===== src/rtl/md_pkg.sv =====
// Shared encodings and sizes for the execute-stage multiply/divide unit.
package md_pkg;

    localparam int unsigned XLEN    = 32;
    localparam int unsigned MD_ITER = 32;
    localparam int unsigned CNT_W   = 6;

    // md_opE encodings; 6 and 7 are reserved and act as no-ops
    typedef enum logic [2:0] {
        MD_MULT  = 3'd0,
        MD_MULTU = 3'd1,
        MD_DIV   = 3'd2,
        MD_DIVU  = 3'd3,
        MD_MTHI  = 3'd4,
        MD_MTLO  = 3'd5
    } mdOp_t;

    typedef enum logic [1:0] {
        MD_IDLE = 2'd0,
        MD_CALC = 2'd1,
        MD_SIGN = 2'd2
    } mdState_t;

endpackage


===== src/rtl/md_negate.sv =====
// Conditional two's-complement negate.
//   negate    : when high, the output is -value, otherwise value
//   value     : W-bit operand
//   negated_c : combinational result
module md_negate #(
    parameter int unsigned W = 32
) (
    input  logic         negate,
    input  logic [W-1:0] value,
    output logic [W-1:0] negated_c
);

    always_comb begin
        negated_c = negate ? W'(~value + W'(1)) : value;
    end

endmodule


===== src/rtl/ex_muldiv_unit.sv =====
// Execute-stage iterative multiply/divide unit holding the architectural HI/LO.
//   CLOCK, RESET_N : clock, synchronous active-low reset
//   md_startE      : valid multiply/divide-class op in EX
//   md_opE         : operation select (MULT/MULTU/DIV/DIVU/MTHI/MTLO)
//   rs_valueE      : dividend / multiplicand / MTHI-MTLO source
//   rt_valueE      : divisor / multiplier
//   hiE, loE       : architectural HI/LO registers
//   md_busy        : iterative op in progress (decoded from state)
//   md_done        : one-cycle pulse after HI/LO take a mul/div result
module ex_muldiv_unit
    import md_pkg::*;
#(
    parameter int unsigned XLEN = 32
) (
    input  logic            CLOCK,
    input  logic            RESET_N,
    input  logic            md_startE,
    input  logic [2:0]      md_opE,
    input  logic [XLEN-1:0] rs_valueE,
    input  logic [XLEN-1:0] rt_valueE,
    output logic [XLEN-1:0] hiE,
    output logic [XLEN-1:0] loE,
    output logic            md_busy,
    output logic            md_done
);

    localparam int unsigned W2 = 2 * XLEN;

    mdState_t         state, stateNext;
    logic [CNT_W-1:0] count, countNext;
    logic [W2-1:0]    work, workNext;
    logic [XLEN-1:0]  opB, opBNext;
    logic             isDiv, isDivNext;
    logic             signFlag, signFlagNext;
    logic             remFlag, remFlagNext;
    logic             divZero, divZeroNext;
    logic [XLEN-1:0]  hiNext, loNext;
    logic             doneNext;

    logic             signedOp;
    logic [XLEN-1:0]  rsMag, rtMag;
    logic [XLEN:0]    mulSum;
    logic [W2-1:0]    mulStep;
    logic [XLEN:0]    shiftedRem;
    logic             divFits;
    logic [XLEN-1:0]  divRem;
    logic [W2-1:0]    divStep;
    logic [W2-1:0]    prodFix;
    logic [XLEN-1:0]  quotFix, remFix;

    assign md_busy  = (state != MD_IDLE);
    assign signedOp = (md_opE == MD_MULT) || (md_opE == MD_DIV);

    // Operand magnitudes for signed ops
    md_negate #(.W(XLEN)) uRsMag (
        .negate    (signedOp & rs_valueE[XLEN-1]),
        .value     (rs_valueE),
        .negated_c (rsMag)
    );

    md_negate #(.W(XLEN)) uRtMag (
        .negate    (signedOp & rt_valueE[XLEN-1]),
        .value     (rt_valueE),
        .negated_c (rtMag)
    );

    // Result sign fix-up applied in SIGN
    md_negate #(.W(W2)) uProdFix (
        .negate    (signFlag),
        .value     (work),
        .negated_c (prodFix)
    );

    md_negate #(.W(XLEN)) uQuotFix (
        .negate    (signFlag),
        .value     (work[XLEN-1:0]),
        .negated_c (quotFix)
    );

    md_negate #(.W(XLEN)) uRemFix (
        .negate    (remFlag),
        .value     (work[W2-1:XLEN]),
        .negated_c (remFix)
    );

    // Multiply step: work = {acc, multiplier}; add multiplicand on LSB, shift right with carry
    always_comb begin
        mulSum  = {1'b0, work[W2-1:XLEN]} + {1'b0, (work[0] ? opB : XLEN'(0))};
        mulStep = {mulSum, work[XLEN-1:1]};
    end

    // Restoring divide step: work = {remainder, quotient}; shift left, trial subtract
    always_comb begin
        shiftedRem = work[W2-1:XLEN-1];
        divFits    = (shiftedRem >= {1'b0, opB});
        divRem     = XLEN'(shiftedRem - {1'b0, opB});
        divStep    = divFits ? {divRem, work[XLEN-2:0], 1'b1}
                             : {work[W2-2:0], 1'b0};
    end

    // Next-state and datapath control
    always_comb begin
        stateNext    = state;
        countNext    = count;
        workNext     = work;
        opBNext      = opB;
        isDivNext    = isDiv;
        signFlagNext = signFlag;
        remFlagNext  = remFlag;
        divZeroNext  = divZero;
        hiNext       = hiE;
        loNext       = loE;
        doneNext     = 1'b0;

        case (state)
            MD_IDLE: begin
                if (md_startE) begin
                    case (md_opE)
                        MD_MULT, MD_MULTU, MD_DIV, MD_DIVU: begin
                            isDivNext    = md_opE[1];
                            signFlagNext = signedOp & (rs_valueE[XLEN-1] ^ rt_valueE[XLEN-1]);
                            remFlagNext  = signedOp & rs_valueE[XLEN-1];
                            divZeroNext  = (rt_valueE == XLEN'(0));
                            countNext    = '0;
                            stateNext    = MD_CALC;
                            if (md_opE[1]) begin
                                workNext = {XLEN'(0), rsMag};
                                opBNext  = rtMag;
                            end else begin
                                workNext = {XLEN'(0), rtMag};
                                opBNext  = rsMag;
                            end
                        end
                        MD_MTHI: hiNext = rs_valueE;
                        MD_MTLO: loNext = rs_valueE;
                        default: ;
                    endcase
                end
            end
            MD_CALC: begin
                workNext  = isDiv ? divStep : mulStep;
                countNext = count + CNT_W'(1);
                if (count == CNT_W'(MD_ITER - 1)) begin
                    stateNext = MD_SIGN;
                end
            end
            MD_SIGN: begin
                if (isDiv) begin
                    hiNext = remFix;
                    // Divide by zero yields an all-ones quotient regardless of sign
                    loNext = divZero ? '1 : quotFix;
                end else begin
                    {hiNext, loNext} = prodFix;
                end
                doneNext  = 1'b1;
                stateNext = MD_IDLE;
            end
            default: stateNext = MD_IDLE;
        endcase
    end

    // State and datapath registers
    always_ff @(posedge CLOCK) begin
        if (!RESET_N) begin
            state    <= MD_IDLE;
            count    <= '0;
            work     <= '0;
            opB      <= '0;
            isDiv    <= 1'b0;
            signFlag <= 1'b0;
            remFlag  <= 1'b0;
            divZero  <= 1'b0;
            hiE      <= '0;
            loE      <= '0;
            md_done  <= 1'b0;
        end else begin
            state    <= stateNext;
            count    <= countNext;
            work     <= workNext;
            opB      <= opBNext;
            isDiv    <= isDivNext;
            signFlag <= signFlagNext;
            remFlag  <= remFlagNext;
            divZero  <= divZeroNext;
            hiE      <= hiNext;
            loE      <= loNext;
            md_done  <= doneNext;
        end
    end

endmodule


===== config.mk =====
export PLATFORM = sky130hd
export DESIGN_NAME = ex_muldiv_unit
export DESIGN_NICKNAME = d
export VERILOG_FILES = /design/src/rtl/md_pkg.sv /design/src/rtl/md_negate.sv /design/src/rtl/ex_muldiv_unit.sv
export SDC_FILE = /design/constraint.sdc
export NUM_CORES = 1
export LEC_CHECK = 0
export BUFFER_PORTS_ARGS = -buffer_cell sky130_fd_sc_hd__clkbuf_2
export CAP_MARGIN = 20
export CORE_ASPECT_RATIO = 0.6
export CORE_MARGIN = 10
export CORE_UTILIZATION = 55
export CTS_CLUSTER_SIZE = 40
export DETAILED_ROUTE_END_ITERATION = 12
export GPL_TIMING_DRIVEN = 1
export HOLD_SLACK_MARGIN = 0.1
export MAX_ROUTING_LAYER = met4
export PLACE_DENSITY_LB_ADDON = 0.1
export SLEW_MARGIN = 5
export SYNTH_ARGS = -nofsm -noshare
export SYNTH_HDL_FRONTEND = slang
export SYNTH_SLANG_ARGS = --single-unit

===== constraint.sdc =====
create_clock -name CLOCK -period 4.1 [get_ports CLOCK]
set_clock_uncertainty 0.05 [all_clocks]
set_input_delay 1.23 -clock CLOCK [delete_from_list [all_inputs] [get_ports CLOCK]]
set_output_delay 1.23 -clock CLOCK [all_outputs]
set_load 0.03 [all_outputs]

==> results of run 1 <==
critical path, stage by stage, from the launching register on:
cell      delay [ps]
dfxtp_1          330
inv_1            190
ha_1             220
inv_1             60
fa_1             430
a21o_1           210
a221oi_1         390
o31ai_1          200
o221ai_1         280
or3b_1           460
a21o_1           220
a21oi_1          190
xor2_1           160
o31ai_1           70
a221o_1          270
layout make-up:
cell class | count | area, sq um | area share [%]
clock buffers | 19 | 443 | 2.79
inverters | 62 | 236 | 1.49
well taps | 329 | 412 | 2.60
repair buffers | 211 | 1280 | 8.10
multi-input cells | 1508 | 9880 | 62.3
clock inverters | 12 | 140 | 0.884
flip-flops and latches | 173 | 3470 | 21.9
how the worst max path moves through the flow:
stage                       start       end  cells after the start
finish                   work[31]  work[62]                     14
CTS                       work[0]  work[60]                     15
floorplan           rs_valueE[11]  work[24]                     10
detailed placement   rs_valueE[9]  work[21]                     11
global route              work[0]  work[61]                     16
global placement     rs_valueE[9]  work[21]                     11
cells in the mapped netlist, types with 45 or more instances:
cell type  count  area share [%]
xor2_1        85             5.3
mux2i_1       63             4.5
clkbuf_1     119             3.2
inv_1         61             1.6
xnor2_1       87             5.4
a221oi_1      45             2.8
nand2_1      161             4.3
a21oi_1      205             7.3
ha_1          69             6.2
nor2_1       185             5.0
dfxtp_1      173              25
o21ai_0       88             3.1
routing by layer:
metal | share of wire, % | vias up | wire length [microns] | GRT usage (%)
li1 | - | 7081 | - | -
met3 | 10 | 89 | 5390 | 8.34
met2 | 41 | 779 | 21200 | 44.2
met5 | 0 | - | 0 | -
met4 | 2.4 | 0 | 1240 | 10.4
met1 | 46 | 7039 | 23500 | 43.4
stage by stage:
stage	area (sq um)	setup WS [ps]	hold slack, ps	cells	util [%]
3_5_place_dp	15200	86.9	396	2280	60.5
3_3_place_gp	15200	179	393	2280	60.5
6_report	15900	250	406	2314	63.0
5_1_grt	15900	1.82	431	2314	63.0
4_1_cts	15800	237	406	2311	62.9
2_1_floorplan	14000	478	376	1872	-
sequential cells by signal, indices dropped and copies added, names as in the netlist:
| name | count |
|---|---|
| count | 6 |
| divZero | 1 |
| hiE | 32 |
| isDiv | 1 |
| loE | 32 |
| md_done | 1 |
| opB | 32 |
| remFlag | 1 |
| signFlag | 1 |
| state | 2 |
| work | 64 |
cell families (layout without fill, tap and decap cells):
| family | after synthesis | after routing | synth area share [%] |
|---|---|---|---|
| compound gates | 637 | 637 | 29.2 |
| xor+xnor | 172 | 172 | 10.7 |
| fa+ha+maj | 71 | 71 | 6.44 |
| buf+inv | 191 | 304 | 5.25 |
| flops | 173 | 173 | 24.7 |
| mux | 67 | 67 | 4.82 |
| simple gates | 561 | 561 | 18.9 |
what timing repair did:
item	in CTS	in global routing
gates resized for setup	0	5
hold buffers	0	0
endpoints found under the setup margin	0	6
setup buffers	0	3
power by group through the flow:
stage | Sequential (mW) | Clock (mW) | Combinational (mW)
floorplan | 1.86 | 0 | 0.835
global placement | 1.87 | 0 | 1.25
detailed placement | 1.87 | 0 | 1.26
CTS | 1.83 | 1.68 | 1.27
global route | 1.85 | 1.75 | 1.42
finish | 1.84 | 1.68 | 1.31
==> flow_summary_export.csv, run 1 <==
group,metric,value,unit
hold_path,hold_depth,2,
power_and_ir_drop,p_comb_share,27.2,%
grt,grt_pass1_vias,13600,
hold_path,worstHoldStart,"opB[2]",
floorplan,ios,136,
final_layout,diodes,0,
routing,firstDrtPassIters,5,
clock_tree,clk_latency,460,ps
yosys,async_flop_share,0,%
sta,rsz0062_at_grt,"false",
critical_path,critPathMaxFanout,3,
critical_path,cp.required,4400,ps
place,gp_congestion,0.990,
power_and_ir_drop,seqPwrFrac,38.1,%
yosys,synth_ff_type,"dfxtp_1",
yosys,ys_ff_latch,173,
final_layout,final_cell_mix,"204 x a21oi_1, 183 x nor2_1, 171 x dfxtp_1",
clock_tree,cts_tree,"built",
grt,antenna_found_initial,0,
power_and_ir_drop,swShare,34.9,%
clock_tree,cts-root-buf,"clkbuf_16",
floorplan,core,0.0252,sq mm
routing,ant_nets,0,
floorplan,die_x,226,microns
power_and_ir_drop,total_power,4.83,mW
job,maxCapViolCount,0,
power_and_ir_drop,intPower,3.15,mW
critical_path,crit-reg2reg-launch,"work[31]",
place,port_buffers,135,
sta,relSlewSlack,26.4,%
run_status,status,"completed",
floorplan,die_h,144,microns
critical_path,regToRegEndpoint,"work[62]",
routing,routedWlPerCell,22.2,microns
sta,maxClockFrequency,260,MHz
grt,grt.overflow.total,0,
final_layout,final_common_cell,"a21oi_1",
power_and_ir_drop,power.switching,1.69,mW
critical_path,reg2reg_slack,250,ps
sta,finalCritPeriodShare,93.9,%
routing,drcViolationCount,0,
final_layout,syn_to_final_growth,13.1,%
power_and_ir_drop,leakagePower,6.63,nW
floorplan,rows,45,
yosys,synthesis.area,0.0140,sq mm
critical_path,cp.arrival,4150,ps
sta,hold_viol_final,0,
yosys,synth.yosys.seq_area_share,24.7,%
routing,vias_per_cell,6.48,
routing,drtIter0Drc,1619,
power_and_ir_drop,clkPwrFrac,34.7,%
sta,final_max_slew_viol_count,0,
critical_path,critPathKind,"reg2reg",
final_layout,drive_gt1_share,13.8,%
power_and_ir_drop,peakVddDrop,253,uV
sta,worstMarginPinSlew,1100,ps
sta,setup_violations,0,
grt,grt_max_degree,70,
yosys,ys.warnings.count,0,
clock_tree,clock_sinks,173,
clock_tree,cts_made_buffers,17,
yosys,synth_edf_count,0,
clock_tree,h-tree-depth,4,
sta,min_period,3850,ps
floorplan,initial_core_util,55.7,%
yosys,netlist_instances,1872,
power_and_ir_drop,power_density,305,mW/mm^2
sta,tns,0,ps
critical_path,start_kind,"register",
final_layout,nNetsFinal,2114,
floorplan,fp.dieArea,0.0325,sq mm
yosys,syn_area_per_cell,7.49,sq um
clock_tree,ctsLongestPathBuffers,2,
hold_path,min_to,"opB[2]",
routing,finalWirelength,51400,microns
grt,grt_pass1_wl,78400,microns
critical_path,end_kind,"register",
clock_tree,path_clk_slew,70,ps
critical_path,r2r_cells,14,
routing,vias,15000,
hold_path,hp-class,"reg2reg",
yosys,yosysUniqueCellTypes,70,
final_layout,fill_cells,2339,
place,dpl.hpwl,38600,microns
yosys,synth_nets,2013,
grt,grt_usage,31.7,%
Power figures use the tool's default switching activity.
==> run 2, diff against run 1 <==
--- a/config.mk
+++ b/config.mk
@@ -10,6 +10,7 @@
 export CORE_ASPECT_RATIO = 0.6
 export CORE_MARGIN = 10
 export CORE_UTILIZATION = 55
+export CTS_BUF_LIST = sky130_fd_sc_hd__clkbuf_4
 export CTS_CLUSTER_SIZE = 40
 export DETAILED_ROUTE_END_ITERATION = 12
 export GPL_TIMING_DRIVEN = 1
==> flow_summary_export.csv, run 2 (same netlist as run 1, synthesis figures left out) <==
group,metric,value,unit
run_status,status,"completed",
final_layout,drive_gt1_share,13.8,%
clock_tree,h-tree-depth,4,
critical_path,path_delay_family,"compound AO/OA/AOI/OAI gates",
clock_tree,cts_tree,"built",
grt,grt.overflow.total,0,
final_layout,diodes,0,
floorplan,die_h,144,microns
sta,relSlewSlack,24.3,%
critical_path,start_kind,"register",
routing,ant_nets,0,
grt,grt_pass1_vias,13600,
floorplan,initial_core_util,55.7,%
sta,tns,0,ps
critical_path,critPathMaxFanout,3,
clock_tree,cts_made_buffers,17,
floorplan,ios,136,
critical_path,cp.required,4620,ps
grt,antenna_found_initial,0,
hold_path,min_to,"opB[2]",
critical_path,end_kind,"register",
sta,setup_violations,0,
clock_tree,cts-root-buf,"clkbuf_4",
final_layout,syn_to_final_growth,10.9,%
floorplan,rows,45,
sta,finalCritPeriodShare,94.0,%
sta,min_period,3850,ps
critical_path,path_cells,"inv_1, ha_1, inv_1, fa_1, a21o_1, a221oi_1, o31ai_1, o221ai_1, or3b_1, a21o_1, a21oi_1, xor2_1, o31ai_1, a221o_1",
critical_path,cpPeakStageDelay,460,ps
routing,vias_per_cell,6.47,
sta,maxClockFrequency,260,MHz
sta,hold_viol_final,0,
routing,firstDrtPassIters,6,
critical_path,reg2reg_slack,250,ps
floorplan,fp.dieArea,0.0325,sq mm
critical_path,r2r_cells,14,
hold_path,hold_depth,2,
hold_path,worstHoldStart,"opB[2]",
sta,final_max_slew_viol_count,0,
hold_path,hp-class,"reg2reg",
critical_path,crit-reg2reg-launch,"work[31]",
place,port_buffers,135,
place,gp_congestion,0.990,
critical_path,regToRegEndpoint,"work[62]",
job,maxCapViolCount,0,
routing,routedWlPerCell,22.1,microns
sta,rsz0062_at_grt,"false",
final_layout,final_common_cell,"a21oi_1",
final_layout,nNetsFinal,2113,
critical_path,cp.buffers_inverters,2,
place,dpl.hpwl,38600,microns
grt,grt_usage,31.6,%
critical_path,cp.arrival,4380,ps
critical_path,critPathKind,"reg2reg",
final_layout,final_cell_mix,"204 x a21oi_1, 183 x nor2_1, 171 x dfxtp_1",
critical_path,cp_slowest_cell,"or3b_1",
final_layout,largest_reg_flops,64,
routing,drcViolationCount,0,
clock_tree,clk_latency,660,ps
place,place_area,0.0152,sq mm
clock_tree,ctsLongestPathBuffers,2,
power_and_ir_drop,peakVddDrop,177,uV
final_layout,fin_area,0.0156,sq mm
power_and_ir_drop,power_density,270,mW/mm^2
floorplan,die_x,226,microns
routing,finalWirelength,51100,microns
routing,vias,15000,
grt,grt_pass1_wl,78100,microns
floorplan,core,0.0252,sq mm
sta,worstMarginPinSlew,1130,ps
power_and_ir_drop,leakagePower,6.50,nW
routing,drtIter0Drc,1855,
clock_tree,path_clk_slew,160,ps
clock_tree,clock_sinks,173,
grt,grt_max_degree,70,
final_layout,regMostFlops,"work",
[run 2: cell count changes in the layout (fill, tap and decap cells not counted), sizes merged]
| cell | change |
|---|---|
| clkinv | +1 |
| clkbuf | -1 |
| buf | -1 |
[run 2: report_power, final]
group | switching [mW] | internal, mW
sequential | 0.0894 | 1.75
clock | 0.683 | 0.369
combinational | 0.831 | 0.479
[run 2: per-layer routing]
metal  wire [microns]  global-route usage (%)  up-vias
met4             1330                    11.4        0
met5                0                       -        -
met2            21000                    43.7      738
li1                 -                       -     7071
met3             5230                    7.53       89
met1            23500                    43.8     7074
[run 2: final cells by class]
type / instances / area (sq um)
flip-flops and latches: 173 / 3470
inverters: 62 / 236
repair buffers: 210 / 1280
well taps: 329 / 412
multi-input cells: 1508 / 9880
fillers: 2387 / 9620
clock buffers: 18 / 135
clock inverters: 13 / 144
[run 2: metrics by stage]
stage                     power [mW]  util, %  cells  hold WS (ps)  setup slack (ps)
after floorplan                 2.70        -   1872           376               478
after global placement          3.12     60.5   2280           393               179
after detailed placement        3.14     60.5   2280           396              86.9
after CTS                       4.17     61.6   2311           415               237
after global routing            4.39     61.8   2313           441              6.34
final                           4.20     61.8   2313           417               248
[run 2: repair_timing]
item	CTS	global route
buffers inserted	0	2
resized for setup	0	6
hold buffers	0	0
setup endpoints to repair	0	6
[run 2: worst max path at each step]
stage                  start  endpoint  slack, ps  cells past startpoint
2_1_floorplan  rs_valueE[11]  work[24]        480                     10
3_3_place_gp    rs_valueE[9]  work[21]        180                     11
3_5_place_dp    rs_valueE[9]  work[21]         90                     11
4_1_cts              work[0]  work[60]        240                     15
5_1_grt              work[0]  work[61]          6                     16
6_report            work[31]  work[62]        250                     14
[run 2: worst min-delay path: stages, from the launching register on]
cell	delay, ps
dfxtp_1	340
nand2_1	50
a21oi_1	50
